===== src/rtl/ultrasonic_pkg.sv =====
// Shared types and default timing constants for the multi-channel ultrasonic ranger.
package ultrasonic_pkg;

  typedef enum logic [2:0] {
    IDLE,
    TRIG,
    WAIT_RISE,
    MEASURE,
    REPORT,
    HOLDOFF
  } state_t;

  localparam int DEF_TICKS_PER_US = 12;
  localparam int DEF_US_PER_CM    = 58;
  localparam int DEF_TRIG_US      = 10;
  localparam int DEF_TIMEOUT_US   = 30000;
  localparam int DEF_HOLDOFF_US   = 10000;
  localparam int DEF_DIST_W       = 16;

  // Distance code reported on a timeout at the default result width.
  localparam logic [DEF_DIST_W-1:0] DIST_ALL_ONES = '1;

  // Largest of three microsecond limits; sizes the shared microsecond counter.
  function automatic int max3(input int a, input int b, input int c);
    int m;
    m = (a > b) ? a : b;
    return (m > c) ? m : c;
  endfunction

endpackage


===== src/rtl/echo_sync_edge.sv =====
// Per-bit echo synchroniser: two flops into the clk domain plus edge pulses.
module echo_sync_edge (
  input  logic i_clk,
  input  logic i_rst,
  input  logic i_echo,
  output logic o_rise,
  output logic o_fall
);

  logic r_meta;
  logic r_sync;
  logic r_prev;

  // Two-flop synchroniser followed by a previous-value flop for edge detection.
  always_ff @(posedge i_clk or posedge i_rst) begin
    if (i_rst) begin
      r_meta <= 1'b0;
      r_sync <= 1'b0;
      r_prev <= 1'b0;
    end else begin
      r_meta <= i_echo;
      r_sync <= r_meta;
      r_prev <= r_sync;
    end
  end

  assign o_rise = r_sync & ~r_prev;
  assign o_fall = ~r_sync & r_prev;

endmodule


===== src/rtl/ultrasonic_ranger_mc.sv =====
// Round-robin HC-SR04-class ranging engine: trigger, time the echo, count centimetres.
module ultrasonic_ranger_mc
  import ultrasonic_pkg::*;
#(
  parameter int N_CH         = 4,
  parameter int TICKS_PER_US = DEF_TICKS_PER_US,
  parameter int TRIG_US      = DEF_TRIG_US,
  parameter int US_PER_CM    = DEF_US_PER_CM,
  parameter int TIMEOUT_US   = DEF_TIMEOUT_US,
  parameter int HOLDOFF_US   = DEF_HOLDOFF_US,
  parameter int DIST_W       = DEF_DIST_W
) (
  input  logic                                    clk,
  input  logic                                    rst,
  input  logic                                    enable,
  input  logic [N_CH-1:0]                         echo,
  output logic [N_CH-1:0]                         trig,
  output logic                                    busy,
  output logic                                    dist_valid,
  output logic [$clog2((N_CH > 1) ? N_CH : 2)-1:0] dist_ch,
  output logic [DIST_W-1:0]                       dist_cm,
  output logic                                    dist_timeout
);

  localparam int CH_W  = $clog2((N_CH > 1) ? N_CH : 2);
  localparam int PRE_W = (TICKS_PER_US > 1) ? $clog2(TICKS_PER_US) : 1;
  localparam int US_W  = $clog2(max3(TIMEOUT_US, HOLDOFF_US, TRIG_US) + 1);
  localparam int SUB_W = (US_PER_CM > 1) ? $clog2(US_PER_CM) : 1;
  localparam logic [DIST_W-1:0] CM_ONES = '1;
  localparam logic [DIST_W-1:0] CM_SAT  = CM_ONES - 1'b1;

  state_t            r_state, w_state_nxt;
  logic [CH_W-1:0]   r_ch, w_ch_nxt;
  logic [PRE_W-1:0]  r_presc;
  logic [US_W-1:0]   r_us, w_us_nxt;
  logic [SUB_W-1:0]  r_sub, w_sub_nxt;
  logic [DIST_W-1:0] r_cm, w_cm_nxt;
  logic              w_timeout;
  logic [N_CH-1:0]   w_trig_nxt;
  logic [N_CH-1:0]   w_rise, w_fall;
  logic              w_rise_sel, w_fall_sel, w_us_tick;

  logic [N_CH-1:0]   r_trig;
  logic              r_busy, r_valid, r_dto;
  logic [CH_W-1:0]   r_dch;
  logic [DIST_W-1:0] r_dcm;

  for (genvar g = 0; g < N_CH; g++) begin : g_sync
    echo_sync_edge u_sync (
      .i_clk (clk),
      .i_rst (rst),
      .i_echo(echo[g]),
      .o_rise(w_rise[g]),
      .o_fall(w_fall[g])
    );
  end

  // Only the channel currently being pinged can move the FSM.
  assign w_rise_sel = w_rise[r_ch];
  assign w_fall_sel = w_fall[r_ch];
  assign w_us_tick  = (r_presc == PRE_W'(TICKS_PER_US - 1));

  // Next-state, counter and trigger decode.
  always_comb begin
    w_state_nxt = r_state;
    w_ch_nxt    = r_ch;
    w_us_nxt    = r_us;
    w_sub_nxt   = r_sub;
    w_cm_nxt    = r_cm;
    w_timeout   = 1'b0;
    case (r_state)
      IDLE: begin
        w_us_nxt = '0;
        if (enable) w_state_nxt = TRIG;
      end
      TRIG: begin
        if (w_us_tick) begin
          if (r_us == US_W'(TRIG_US - 1)) begin
            w_state_nxt = WAIT_RISE;
            w_us_nxt    = '0;
          end else begin
            w_us_nxt = r_us + 1'b1;
          end
        end
      end
      WAIT_RISE: begin
        // An echo already high here produces no rise pulse, so a stale high is skipped.
        if (w_us_tick) w_us_nxt = r_us + 1'b1;
        if (w_rise_sel) begin
          w_state_nxt = MEASURE;
          w_sub_nxt   = '0;
          w_cm_nxt    = '0;
        end else if (w_us_tick && (r_us == US_W'(TIMEOUT_US - 1))) begin
          w_state_nxt = REPORT;
          w_timeout   = 1'b1;
        end
      end
      MEASURE: begin
        if (w_us_tick) begin
          w_us_nxt = r_us + 1'b1;
          if (r_sub == SUB_W'(US_PER_CM - 1)) begin
            w_sub_nxt = '0;
            if (r_cm != CM_SAT) w_cm_nxt = r_cm + 1'b1;
          end else begin
            w_sub_nxt = r_sub + 1'b1;
          end
        end
        // The falling edge wins over a timeout landing in the same cycle.
        if (w_fall_sel) begin
          w_state_nxt = REPORT;
        end else if (w_us_tick && (r_us == US_W'(TIMEOUT_US - 1))) begin
          w_state_nxt = REPORT;
          w_timeout   = 1'b1;
        end
      end
      REPORT: begin
        w_state_nxt = HOLDOFF;
        w_us_nxt    = '0;
      end
      HOLDOFF: begin
        if (w_us_tick) begin
          if (r_us == US_W'(HOLDOFF_US - 1)) begin
            w_ch_nxt    = (r_ch == CH_W'(N_CH - 1)) ? '0 : r_ch + 1'b1;
            w_state_nxt = enable ? TRIG : IDLE;
            w_us_nxt    = '0;
          end else begin
            w_us_nxt = r_us + 1'b1;
          end
        end
      end
      default: w_state_nxt = IDLE;
    endcase
    w_trig_nxt = '0;
    if (w_state_nxt == TRIG) w_trig_nxt[w_ch_nxt] = 1'b1;
  end

  // FSM state, channel index, prescaler (restarted on every state change) and counters.
  always_ff @(posedge clk or posedge rst) begin
    if (rst) begin
      r_state <= IDLE;
      r_ch    <= '0;
      r_presc <= '0;
      r_us    <= '0;
      r_sub   <= '0;
      r_cm    <= '0;
    end else begin
      r_state <= w_state_nxt;
      r_ch    <= w_ch_nxt;
      r_us    <= w_us_nxt;
      r_sub   <= w_sub_nxt;
      r_cm    <= w_cm_nxt;
      if ((w_state_nxt != r_state) || w_us_tick) r_presc <= '0;
      else                                       r_presc <= r_presc + 1'b1;
    end
  end

  // Registered outputs; result fields load on entry to REPORT and hold until the next one.
  always_ff @(posedge clk or posedge rst) begin
    if (rst) begin
      r_trig  <= '0;
      r_busy  <= 1'b0;
      r_valid <= 1'b0;
      r_dch   <= '0;
      r_dcm   <= '0;
      r_dto   <= 1'b0;
    end else begin
      r_trig  <= w_trig_nxt;
      r_busy  <= (w_state_nxt != IDLE);
      r_valid <= (w_state_nxt == REPORT);
      if (w_state_nxt == REPORT) begin
        r_dch <= r_ch;
        r_dcm <= w_timeout ? CM_ONES : w_cm_nxt;
        r_dto <= w_timeout;
      end
    end
  end

  assign trig         = r_trig;
  assign busy         = r_busy;
  assign dist_valid   = r_valid;
  assign dist_ch      = r_dch;
  assign dist_cm      = r_dcm;
  assign dist_timeout = r_dto;

endmodule


===== config.mk =====
export PLATFORM = sky130hd
export DESIGN_NAME = ultrasonic_ranger_mc
export DESIGN_NICKNAME = d
export VERILOG_FILES = /design/src/rtl/ultrasonic_pkg.sv /design/src/rtl/echo_sync_edge.sv /design/src/rtl/ultrasonic_ranger_mc.sv
export SDC_FILE = /design/constraint.sdc
export NUM_CORES = 1
export LEC_CHECK = 0
export CELL_PAD_IN_SITES_DETAIL_PLACEMENT = 1
export CELL_PAD_IN_SITES_GLOBAL_PLACEMENT = 1
export CORE_ASPECT_RATIO = 0.9
export CORE_MARGIN = 2
export CORE_UTILIZATION = 34
export CTS_BUF_LIST = sky130_fd_sc_hd__clkbuf_2
export DETAILED_ROUTE_END_ITERATION = 8
export PLACE_DENSITY_LB_ADDON = 0.1
export REMOVE_ABC_BUFFERS = 1
export SLEW_MARGIN = 20
export SYNTH_ARGS = -nofsm -noshare
export SYNTH_HDL_FRONTEND = slang
export SYNTH_SLANG_ARGS = --single-unit

===== constraint.sdc =====
create_clock -name clk -period 3.25 [get_ports clk]
set_clock_uncertainty 0.1 [all_clocks]
set_input_delay 0.65 -clock clk [delete_from_list [all_inputs] [get_ports clk]]
set_output_delay 0.65 -clock clk [all_outputs]
set_load 0.005 [all_outputs]

==> impl_results.md, run 1 <==
- Status: finished clean
- CP required: 3.61 ns
- Drt initial violations: 148
- Largest net degree at the start of global routing: 32
- Final Hold Vio Count: 0
- Diodes inserted: 0
- R2R setup slack: 0.63 ns
- FF/Latch Area: around 2100 sq um
- Slowest CP cell: or3_1
- Crit path time final: 2.62 ns
- Most common cell after layout, fill and taps aside: dfrtp_1
- CTS resizes: 0
- Core area: 11600 sq um
- Final instance area: 4710 sq um
- DRC viols: 0
- Nets@finish: 450
- TritonCTS Sinks: slightly above 80
- Final ANT Viol Nets: 0
- Post-Route WL: roughly 10000 um
- Count of input and output buffers: 31
- Post-synth top flop: dfrtp_1
- Startpoint Class: flop
- Unrepaired setup endpoints after global routing: false
- Static Leak: slightly below 2 nW
- CTS Buf Count: 9
- YS warnings: 0
- Synth Register Bits: 83
- Final TNS setup: 0 ns
- Mapped Cells: around 400
- Avg WL per Cell: 16.9 um
- Antenna violations before repair: 0
- Setup violators final: 0
- DRT Pass-1 Iters: 4
- Worst Setup EP: r_us[10]
- Post-synth EDFFs: 0
- # hold bufs at CTS: 0
- Area of placed instances: 4570 sq um
- Netlist Area Pre-Place: 4090 sq um
- Max-cap violations: 0
- Die X: 120 um
- Final period util: 80.7%
- Area Overhead vs Synth: 15.1%
- FILL cells: 1360
- Clock-pin slew on the worst setup and hold paths: roughly 0.25 ns
- Post-CTS Setup Bufs: 0
- CP Cell Sequence: ha_1, nand3b_1, o21ai_0, nand3_1, or3_1, xor2_1, nor2_1
- Slew headroom: 44.1%
- Max IR drop VDD: 0.196 mV
- Share of cells above drive strength 1: 10.7%
- F_max: 0.382 GHz
- Crit Path Max Fanout: 7
- Async SR Flop Fraction: 100%
- Vias: 3165
- Worst slew pin tran: roughly 0.83 ns
- Max-slew violation count: 0
- Arrival @ worst endpoint: 2.98 ns
- Initial Util: 35.3%
- I/O pin count: 32
- Reg-to-Reg Start: r_presc[0]
- R2R depth: 7
- Die area: 12900 sq um
- Max clock buf depth: 2
- Worst stage delay on the critical path: 0.48 ns
- H-tree levels: 3
- Tot GR Track Use: 17.3%
- Critical path class: flop to flop
- HP Class: flop to flop
- Worst R2R End: r_us[10]
- Synth unique cells: 63
- DP HPWL: about 7300 um
- CP startpoint: r_presc[0]
- Number of global-route vias before repair: 3364
- Commonest non-fill, non-tap cells in the layout: dfrtp_1, nor2_1, clkdlybuf4s50_1
- TritonCTS clock tree: built
- Syn Area/Cell: 10.2 sq um
- Vias per cell: about 5.3
- First-pass GRT wire length: approximately 18000 um
- Setup crit end kind: flop
- GP Congestion: 0.750
- Root buffer cell: clkbuf_2
- Placement row count: 37
- Area of the multi-input gates: around 1900 sq um
- Worst-skew pair later-pin latency: 0.57 ns
- Part of the Yosys area used for sequential elements: 50.8%
- Die height: 108 um
- GRT overflow: 0
- Total power per unit cell area: 411 nW/um^2
[critical path, delay by kind of cell, from the launching register on]
| kind | cells | cell delay, ns |
|---|---|---|
| compound gates | 1 | 0.44 |
| xor+xnor | 1 | 0.16 |
| fa+ha+maj | 1 | 0.24 |
| flops | 1 | 0.45 |
| simple gates | 4 | 1.11 |
[layout make-up]
cell class,instances,area share (%)
Inverter,14,1.14
Clock buffer,9,0.957
Multi-Input combinational cell,288,39.5
Sequential cell,83,44.1
Clock inverter,7,1.97
Timing Repair Buffer,39,8.14
Tap cell,156,4.15
[Yosys cell counts, drive strengths merged, types with 3 or more instances]
| master | number | area (sq um) |
|---|---|---|
| mux2 | 5 | 60.1 |
| nor2 | 52 | 195 |
| buf | 7 | 41.3 |
| a31oi | 8 | 50.1 |
| and2 | 3 | 18.8 |
| nand4 | 14 | 87.6 |
| mux2i | 4 | 40.0 |
| o31ai | 4 | 30.0 |
| inv | 14 | 52.6 |
| and3 | 3 | 18.8 |
| nor4 | 5 | 37.5 |
| clkbuf | 7 | 66.3 |
| or3 | 6 | 47.5 |
| ha | 8 | 100 |
| nand2 | 31 | 126 |
| dfrtp | 83 | 2080 |
| nand4b | 6 | 67.6 |
| o22a | 7 | 61.3 |
| nand2b | 4 | 25.0 |
| a21oi | 22 | 118 |
| a21boi | 4 | 30.0 |
| nand3 | 18 | 90.1 |
| nor3 | 13 | 75.1 |
| xor2 | 10 | 87.6 |
| and3b | 3 | 26.3 |
| xnor2 | 12 | 105 |
| nor4b | 4 | 41.3 |
| o21ai | 13 | 65.1 |
[how the worst min path moves through the flow]
| stage | cells after the start | endpoint | from | slack (ns) |
|---|---|---|---|---|
| floorplan | 0 | g_sync[0].u_sync.r_sync | g_sync[0].u_sync.r_meta | 0.23 |
| CTS | 2 | dist_cm[1] | rst | 0.28 |
| global route | 2 | r_cm[1] | rst | 0.27 |
| detailed placement | 0 | g_sync[1].u_sync.r_sync | g_sync[1].u_sync.r_meta | 0.24 |
| finish | 0 | g_sync[1].u_sync.r_sync | g_sync[1].u_sync.r_meta | 0.28 |
| global placement | 0 | g_sync[0].u_sync.r_sync | g_sync[0].u_sync.r_meta | 0.23 |
[where the power goes]
| part | total [mW] | internal [mW] | switching (mW) |
|---|---|---|---|
| sequential | 1.13 | 1.08 | 0.0467 |
| clock | 0.634 | 0.251 | 0.383 |
| combinational | 0.174 | 0.0705 | 0.104 |
| total | 1.94 | 1.40 | 0.533 |
[flip-flops by register name, summed over array words and instances (netlist names)]
register,count
dist_cm,16
r_cm,16
r_us,15
r_sub,6
g_sync.u_sync.r_meta,4
g_sync.u_sync.r_prev,4
g_sync.u_sync.r_sync,4
r_presc,4
trig,4
r_state,3
dist_ch,2
r_ch,2
busy,1
dist_timeout,1
dist_valid,1
[per-stage QoR]
step                      util [%]  total power, mW  hold slack, ns  instances  worst slack, ns
after detailed placement      39.5             1.32           0.238        580            0.679
after floorplan                  -             1.25           0.231        385            0.363
final                         40.7             1.94           0.283        596            0.629
after global placement        39.5             1.31           0.232        580            0.728
after CTS                     40.7             1.97           0.277        596            0.623
after global routing          40.7             2.05           0.266        596            0.385
[logic make-up (layout without fill, tap and decap cells)]
| kind of cell | count (synthesis) | after routing | share of synthesized area [%] |
|---|---|---|---|
| buf+inv | 28 | 69 | 3.92 |
| compound gates | 76 | 76 | 12.5 |
| mux | 9 | 9 | 2.45 |
| xor+xnor | 22 | 22 | 4.71 |
| fa+ha+maj | 8 | 8 | 2.45 |
| flops | 83 | 83 | 50.8 |
| simple gates | 173 | 173 | 23.2 |
[routing by layer]
metal / wire length, um / GRT usage (%) / share of wire [%] / vias to the layer above
met5: 0 / 0 / 0 / -
met4: 146 / 4.62 / 1.5 / 0
met3: 350 / 4.43 / 3.5 / 9
met2: 4680 / 27.6 / 47 / 41
met1: 4870 / 23.6 / 48 / 1616
li1: - / - / - / 1499
(Power assumes the default switching activity.)
==> inputs of run 2 (changes only) <==
clock period = 2.5 ns   (was 3.25 ns; I/O delays follow)
==> impl_results.md, run 2 (synthesis gave the netlist of run 1 again) <==
- Core area: 11600 sq um (unchanged)
- Largest net degree at the start of global routing: 30 (was 32)
- DRC viols: 0 (unchanged)
- Max clock buf depth: 2 (unchanged)
- Drt initial violations: 93 (was 148)
- TritonCTS Sinks: 83 (unchanged)
- Final Hold Vio Count: 0 (unchanged)
- Final WS setup: 0.0883 ns (was 0.629 ns)
- Critical path class: flop to flop (unchanged)
- Startpoint Class: flop (unchanged)
- Share of cells above drive strength 1: 15.5% (was 10.7%)
- Tot GR Track Use: 17.1% (was 17.3%)
- Most common cell after layout, fill and taps aside: dfrtp_1 (unchanged)
- Total power: 2.64 mW (was 1.94 mW)
- Worst-skew pair later-pin latency: 0.59 ns (was 0.57 ns)
- I/O pin count: 32 (unchanged)
- Worst slew pin tran: 0.545 ns (was 0.835 ns)
- Worst R2R End: trig[1] (was r_us[10])
- F_max: 0.415 GHz (was 0.382 GHz)
- Max-slew violation count: 0 (unchanged)
- First-pass GRT wire length: 17100 um (was 17600 um)
- Status: finished clean (unchanged)
- Setup violators final: 0 (unchanged)
- Die X: 120 um (unchanged)
- Die height: 108 um (unchanged)
- Max-cap violations: 0 (unchanged)
- Vias: 3180 (was 3165)
- Total power per unit cell area: 537 nW/um^2 (was 411 nW/um^2)
- Unrepaired setup endpoints after global routing: true (was false)
- Area Overhead vs Synth: 20.2% (was 15.1%)
- Clock-pin slew on the worst setup and hold paths: 0.24 ns (was 0.25 ns)
- Commonest non-fill, non-tap cells in the layout: dfrtp_1, nor2_1, clkdlybuf4s50_1 (unchanged)
- Slew headroom: 63.5% (was 44.1%)
- Diodes inserted: 0 (unchanged)
- Nets@finish: 469 (was 450)
- Vias per cell: 5.17 (was 5.31)
- Max IR drop VDD: 0.357 mV (was 0.196 mV)
- Crit Path Max Fanout: 3 (was 7)
- H-tree levels: 3 (unchanged)
- Placement row count: 37 (unchanged)
- CTS Buf Count: 9 (unchanged)
- GRT overflow: 0 (unchanged)
- GP Congestion: 0.788 (was 0.750)
- Die area: 12900 sq um (unchanged)
- Static Leak: 2.09 nW (was 1.99 nW)
- Fin util: 42.5% (was 40.7%)
- CP required: 2.89 ns (was 3.61 ns)
- Final ANT Viol Nets: 0 (unchanged)
- Initial Util: 35.3% (unchanged)
- Root buffer cell: clkbuf_2 (unchanged)
- Final period util: 96.5% (was 80.7%)
- Hold Slack: 0.115 ns (was 0.283 ns)
- HP Class: input port to asynchronous set/reset pin (was flop to flop)
- Avg WL per Cell: 16.6 um (was 16.9 um)
- DRT Pass-1 Iters: 4 (unchanged)
- Count of input and output buffers: 31 (unchanged)
- Post-Route WL: 10200 um (was 10000 um)
- Antenna violations before repair: 0 (unchanged)
- DP HPWL: 7410 um (was 7340 um)
- # hold bufs at CTS: 0 (unchanged)
- Reg-to-Reg Start: r_us[1] (was r_presc[0])
- Setup crit end kind: flop (unchanged)
- Number of global-route vias before repair: 3312 (was 3364)
- Final TNS setup: 0 ns (unchanged)
- Crit path time final: 2.41 ns (was 2.62 ns)
- Arrival @ worst endpoint: 2.81 ns (was 2.98 ns)
- Pre-CTS setup slack: 0.0816 ns (was 0.679 ns)
- TritonCTS clock tree: built (unchanged)
- R2R depth: 7 (unchanged)
- R2R setup slack: 0.09 ns (was 0.63 ns)
## run 2: changes by cell type in the layout (fill, tap and decap cells not counted), sizes merged
cell	previous run	this run
buf	8	27
clkinvlp	2	0
bufinv	2	3
clkinv	4	5
## run 2: routing by layer
layer / vias up / global-route usage (%) / wire, um
met4: 0 / 4.71 / 131
met1: 1588 / 22.8 / 5100
met5: - / 0 / 0
li1: 1541 / - / -
met3: 10 / 5.27 / 342
met2: 41 / 27.0 / 4610
## run 2: critical path, stage by stage, from the launching register on
cell	delay, ns
dfrtp_1	0.42
ha_2	0.19
nand4b_1	0.15
or3_4	0.37
or3_4	0.41
mux2_4	0.32
nand4b_4	0.20
nor4_4	0.17
## run 2: area by class of cell
cell class              count  area, sq um
multi-input cells         288         1890
clock inverters             7          116
inverters                  14         53.8
repair buffers             58          538
clock buffers               9         45.0
fillers                  1332         6660
flip-flops and latches     83         2080
well taps                 156          195
## run 2: worst max-delay path by stage
| stage | start | to | slack, ns | depth (start not counted) |
|---|---|---|---|---|
| floorplan | rst | busy | -0.24 | 1 |
| global placement | r_us[0] | trig[2] | 0.16 | 7 |
| detailed placement | r_us[0] | trig[1] | 0.08 | 7 |
| CTS | r_us[0] | trig[1] | 0.03 | 7 |
| global route | r_us[1] | trig[1] | -0.02 | 7 |
| finish | r_us[1] | trig[1] | 0.09 | 7 |
## run 2: through the flow
step / std cells / cell area [sq um]
after floorplan: 385 / 3980
after global routing: 615 / 4920
after detailed placement: 597 / 4710
after global placement: 597 / 4710
after CTS: 613 / 4870
final: 615 / 4920
## run 2: power breakdown
group / switching (mW) / internal (mW)
Combinational: 0.158 / 0.120
Clock: 0.486 / 0.429
Sequential: 0.0432 / 1.41
Total: 0.688 / 1.95
## run 2: repair_timing
item / 4_1_cts / 5_1_grt
hold endpoints to repair: 0 / 0
buffers inserted: 0 / 2
setup endpoints to repair: 0 / 19
gates resized for setup: 0 / 8
==> inputs of run 3 (changes only) <==
--- a/config.mk
+++ b/config.mk
@@ -13,2 +13,3 @@
 export CTS_BUF_LIST = sky130_fd_sc_hd__clkbuf_2
+export CTS_CLUSTER_SIZE = 25
 export DETAILED_ROUTE_END_ITERATION = 8
==> constraint.sdc (replaced) <==
create_clock -name clk -period 2.5 [get_ports clk]
set_clock_uncertainty 0.1 [all_clocks]
set_input_delay 0.375 -clock clk [delete_from_list [all_inputs] [get_ports clk]]
set_output_delay 0.375 -clock clk [all_outputs]
set_load 0.005 [all_outputs]
==> impl_results.md, run 3 (synthesis gave the netlist of run 1 again) <==
- DP HPWL: 7330 um (was 7410 um)
- Number of global-route vias before repair: 3323 (was 3312)
- Crit path time final: 2.44 ns (was 2.41 ns)
- Placement row count: 37 (unchanged)
- Status: finished clean (unchanged)
- Final ANT Viol Nets: 0 (unchanged)
- FILL cells: 1341 (was 1332)
- Total power per unit cell area: 489 nW/um^2 (was 537 nW/um^2)
- Hold Slack: 0.103 ns (was 0.115 ns)
- Slew headroom: 68.0% (was 63.5%)
- Count of input and output buffers: 31 (unchanged)
- Die height: 108 um (unchanged)
- TritonCTS clock tree: built (unchanged)
- Post-Route WL: 10000 um (was 10200 um)
- Area Overhead vs Synth: 18.7% (was 20.2%)
- Largest net degree at the start of global routing: 39 (was 30)
- Met1 Resource Use GR: 22.8% (unchanged)
- Die area: 12900 sq um (unchanged)
- Diodes inserted: 0 (unchanged)
- I/O pin count: 32 (unchanged)
- Nets@finish: 469 (unchanged)
- Met2 Use GR: 27.3% (was 27.0%)
- Max clock buf depth: 2 (unchanged)
- DRT Pass-1 Iters: 5 (was 4)
- Max IR drop VDD: 0.314 mV (was 0.357 mV)
- F_max: 0.410 GHz (was 0.415 GHz)
- Setup violators final: 0 (unchanged)
- Startpoint Class: flop (unchanged)
- Vias: 3200 (was 3180)
- Avg WL per Cell: 16.3 um (was 16.6 um)
- GR Layer Usage met3: 3.32% (was 5.27%)
- Die X: 120 um (unchanged)
- Tot GR Track Use: 16.9% (was 17.1%)
- Static Leak: 2.06 nW (was 2.09 nW)
- Arrival @ worst endpoint: 2.82 ns (was 2.81 ns)
- Commonest non-fill, non-tap cells in the layout: dfrtp_1, nor2_1, clkdlybuf4s50_1 (unchanged)
- DRC viols: 0 (unchanged)
- Worst-skew pair later-pin latency: 0.57 ns (was 0.59 ns)
- Final period util: 97.5% (was 96.5%)
- Max-slew violation count: 0 (unchanged)
- HP Class: input port to flop (was input port to asynchronous set/reset pin)
- Initial Util: 35.3% (unchanged)
- Crit Path Max Fanout: 4 (was 3)
- TritonCTS Sinks: 83 (unchanged)
- GRT overflow: 0 (unchanged)
- Root buffer cell: clkbuf_2 (unchanged)
- Gr busiest metal: met2 (unchanged)
- Vias per cell: 5.20 (was 5.17)
- CTS Buf Count: 9 (unchanged)
- Clock-pin slew on the worst setup and hold paths: 0.25 ns (was 0.24 ns)
- Antenna violations before repair: 0 (unchanged)
- GP Congestion: 0.805 (was 0.788)
- Share of cells above drive strength 1: 15.0% (was 15.5%)
- Final TNS setup: 0 ns (unchanged)
- First-pass GRT wire length: 17300 um (was 17100 um)
- Setup crit end kind: flop (unchanged)
- H-tree levels: 3 (unchanged)
- CP required: 2.88 ns (was 2.89 ns)
- Worst slew pin tran: 0.478 ns (was 0.545 ns)
- Max-cap violations: 0 (unchanged)
- Core area: 11600 sq um (unchanged)
- Most common cell after layout, fill and taps aside: dfrtp_1 (unchanged)
- Non-Filler Instances: 615 (unchanged)
- Unrepaired setup endpoints after global routing: true (unchanged)
- Critical path class: flop to flop (unchanged)
- Total placed cells including tap cells: 596 (was 597)
- Final Hold Vio Count: 0 (unchanged)
- Drt initial violations: 122 (was 93)
==> run 3: final cells by class <==
| cell class | count | area, sq um | share of cell area, % |
|---|---|---|---|
| Clock inverter | 7 | 53.8 | 1.11 |
| Multi-Input combinational cell | 288 | 1880 | 38.8 |
| Inverter | 14 | 53.8 | 1.11 |
| Timing Repair Buffer | 58 | 544 | 11.2 |
| Clock buffer | 9 | 45.0 | 0.928 |
| Sequential cell | 83 | 2080 | 42.8 |
| Tap cell | 156 | 195 | 4.02 |
==> run 3: path summary, 6_finish.rpt <==
path | depth (start not counted) | start | endpoint | slack (ns)
setup / recovery | 7 | r_us[1] | trig[1] | 0.06
hold / removal | 1 | echo[3] | g_sync[3].u_sync.r_meta | 0.10
setup reg to reg | 7 | r_us[1] | trig[1] | 0.06
hold reg to reg | 0 | g_sync[2].u_sync.r_meta | g_sync[2].u_sync.r_sync | 0.29
max in group asynchronous | 4 | rst | r_sub[2] | 1.21
min in group asynchronous | 3 | rst | g_sync[0].u_sync.r_meta | 0.53
==> run 3: stage by stage <==
step / area [sq um] / utilization, % / setup slack [ns] / total power, mW
final: 4850 / 41.9 / 0.0627 / 2.37
after floorplan: 3980 / - / -0.213 / 1.63
after global placement: 4700 / 40.6 / 0.167 / 1.72
after global routing: 4850 / 41.9 / -0.0371 / 2.52
after detailed placement: 4700 / 40.6 / 0.0318 / 1.73
after CTS: 4810 / 41.6 / 0.00449 / 2.40
==> run 3: power breakdown <==
group | internal (mW) | switching [mW]
clock | 0.135 | 0.516
combinational | 0.121 | 0.152
sequential | 1.40 | 0.0454
total | 1.66 | 0.713
==> run 3: critical path, stage by stage, from the launching register on <==
cell,delay (ns)
dfrtp_1,0.45
ha_1,0.20
nand4b_1,0.16
or3_4,0.37
or3_4,0.41
mux2_4,0.32
nand4b_4,0.18
nor4_2,0.16
==> run 3: metal layers <==
metal | vias up | share of wire, % | wire [um]
li1 | 1543 | - | -
met1 | 1601 | 50 | 4980
met2 | 45 | 46 | 4660
met3 | 11 | 2.8 | 277
met4 | 0 | 1.2 | 121
met5 | - | 0 | 0
==> run 3: timing repair <==
item / in CTS / in global routing
setup endpoints to repair: 0 / 19
hold buffers: 1 / 0
gates resized for setup: 0 / 7
setup buffers: 0 / 2
endpoints found under the hold margin: 20 / 0
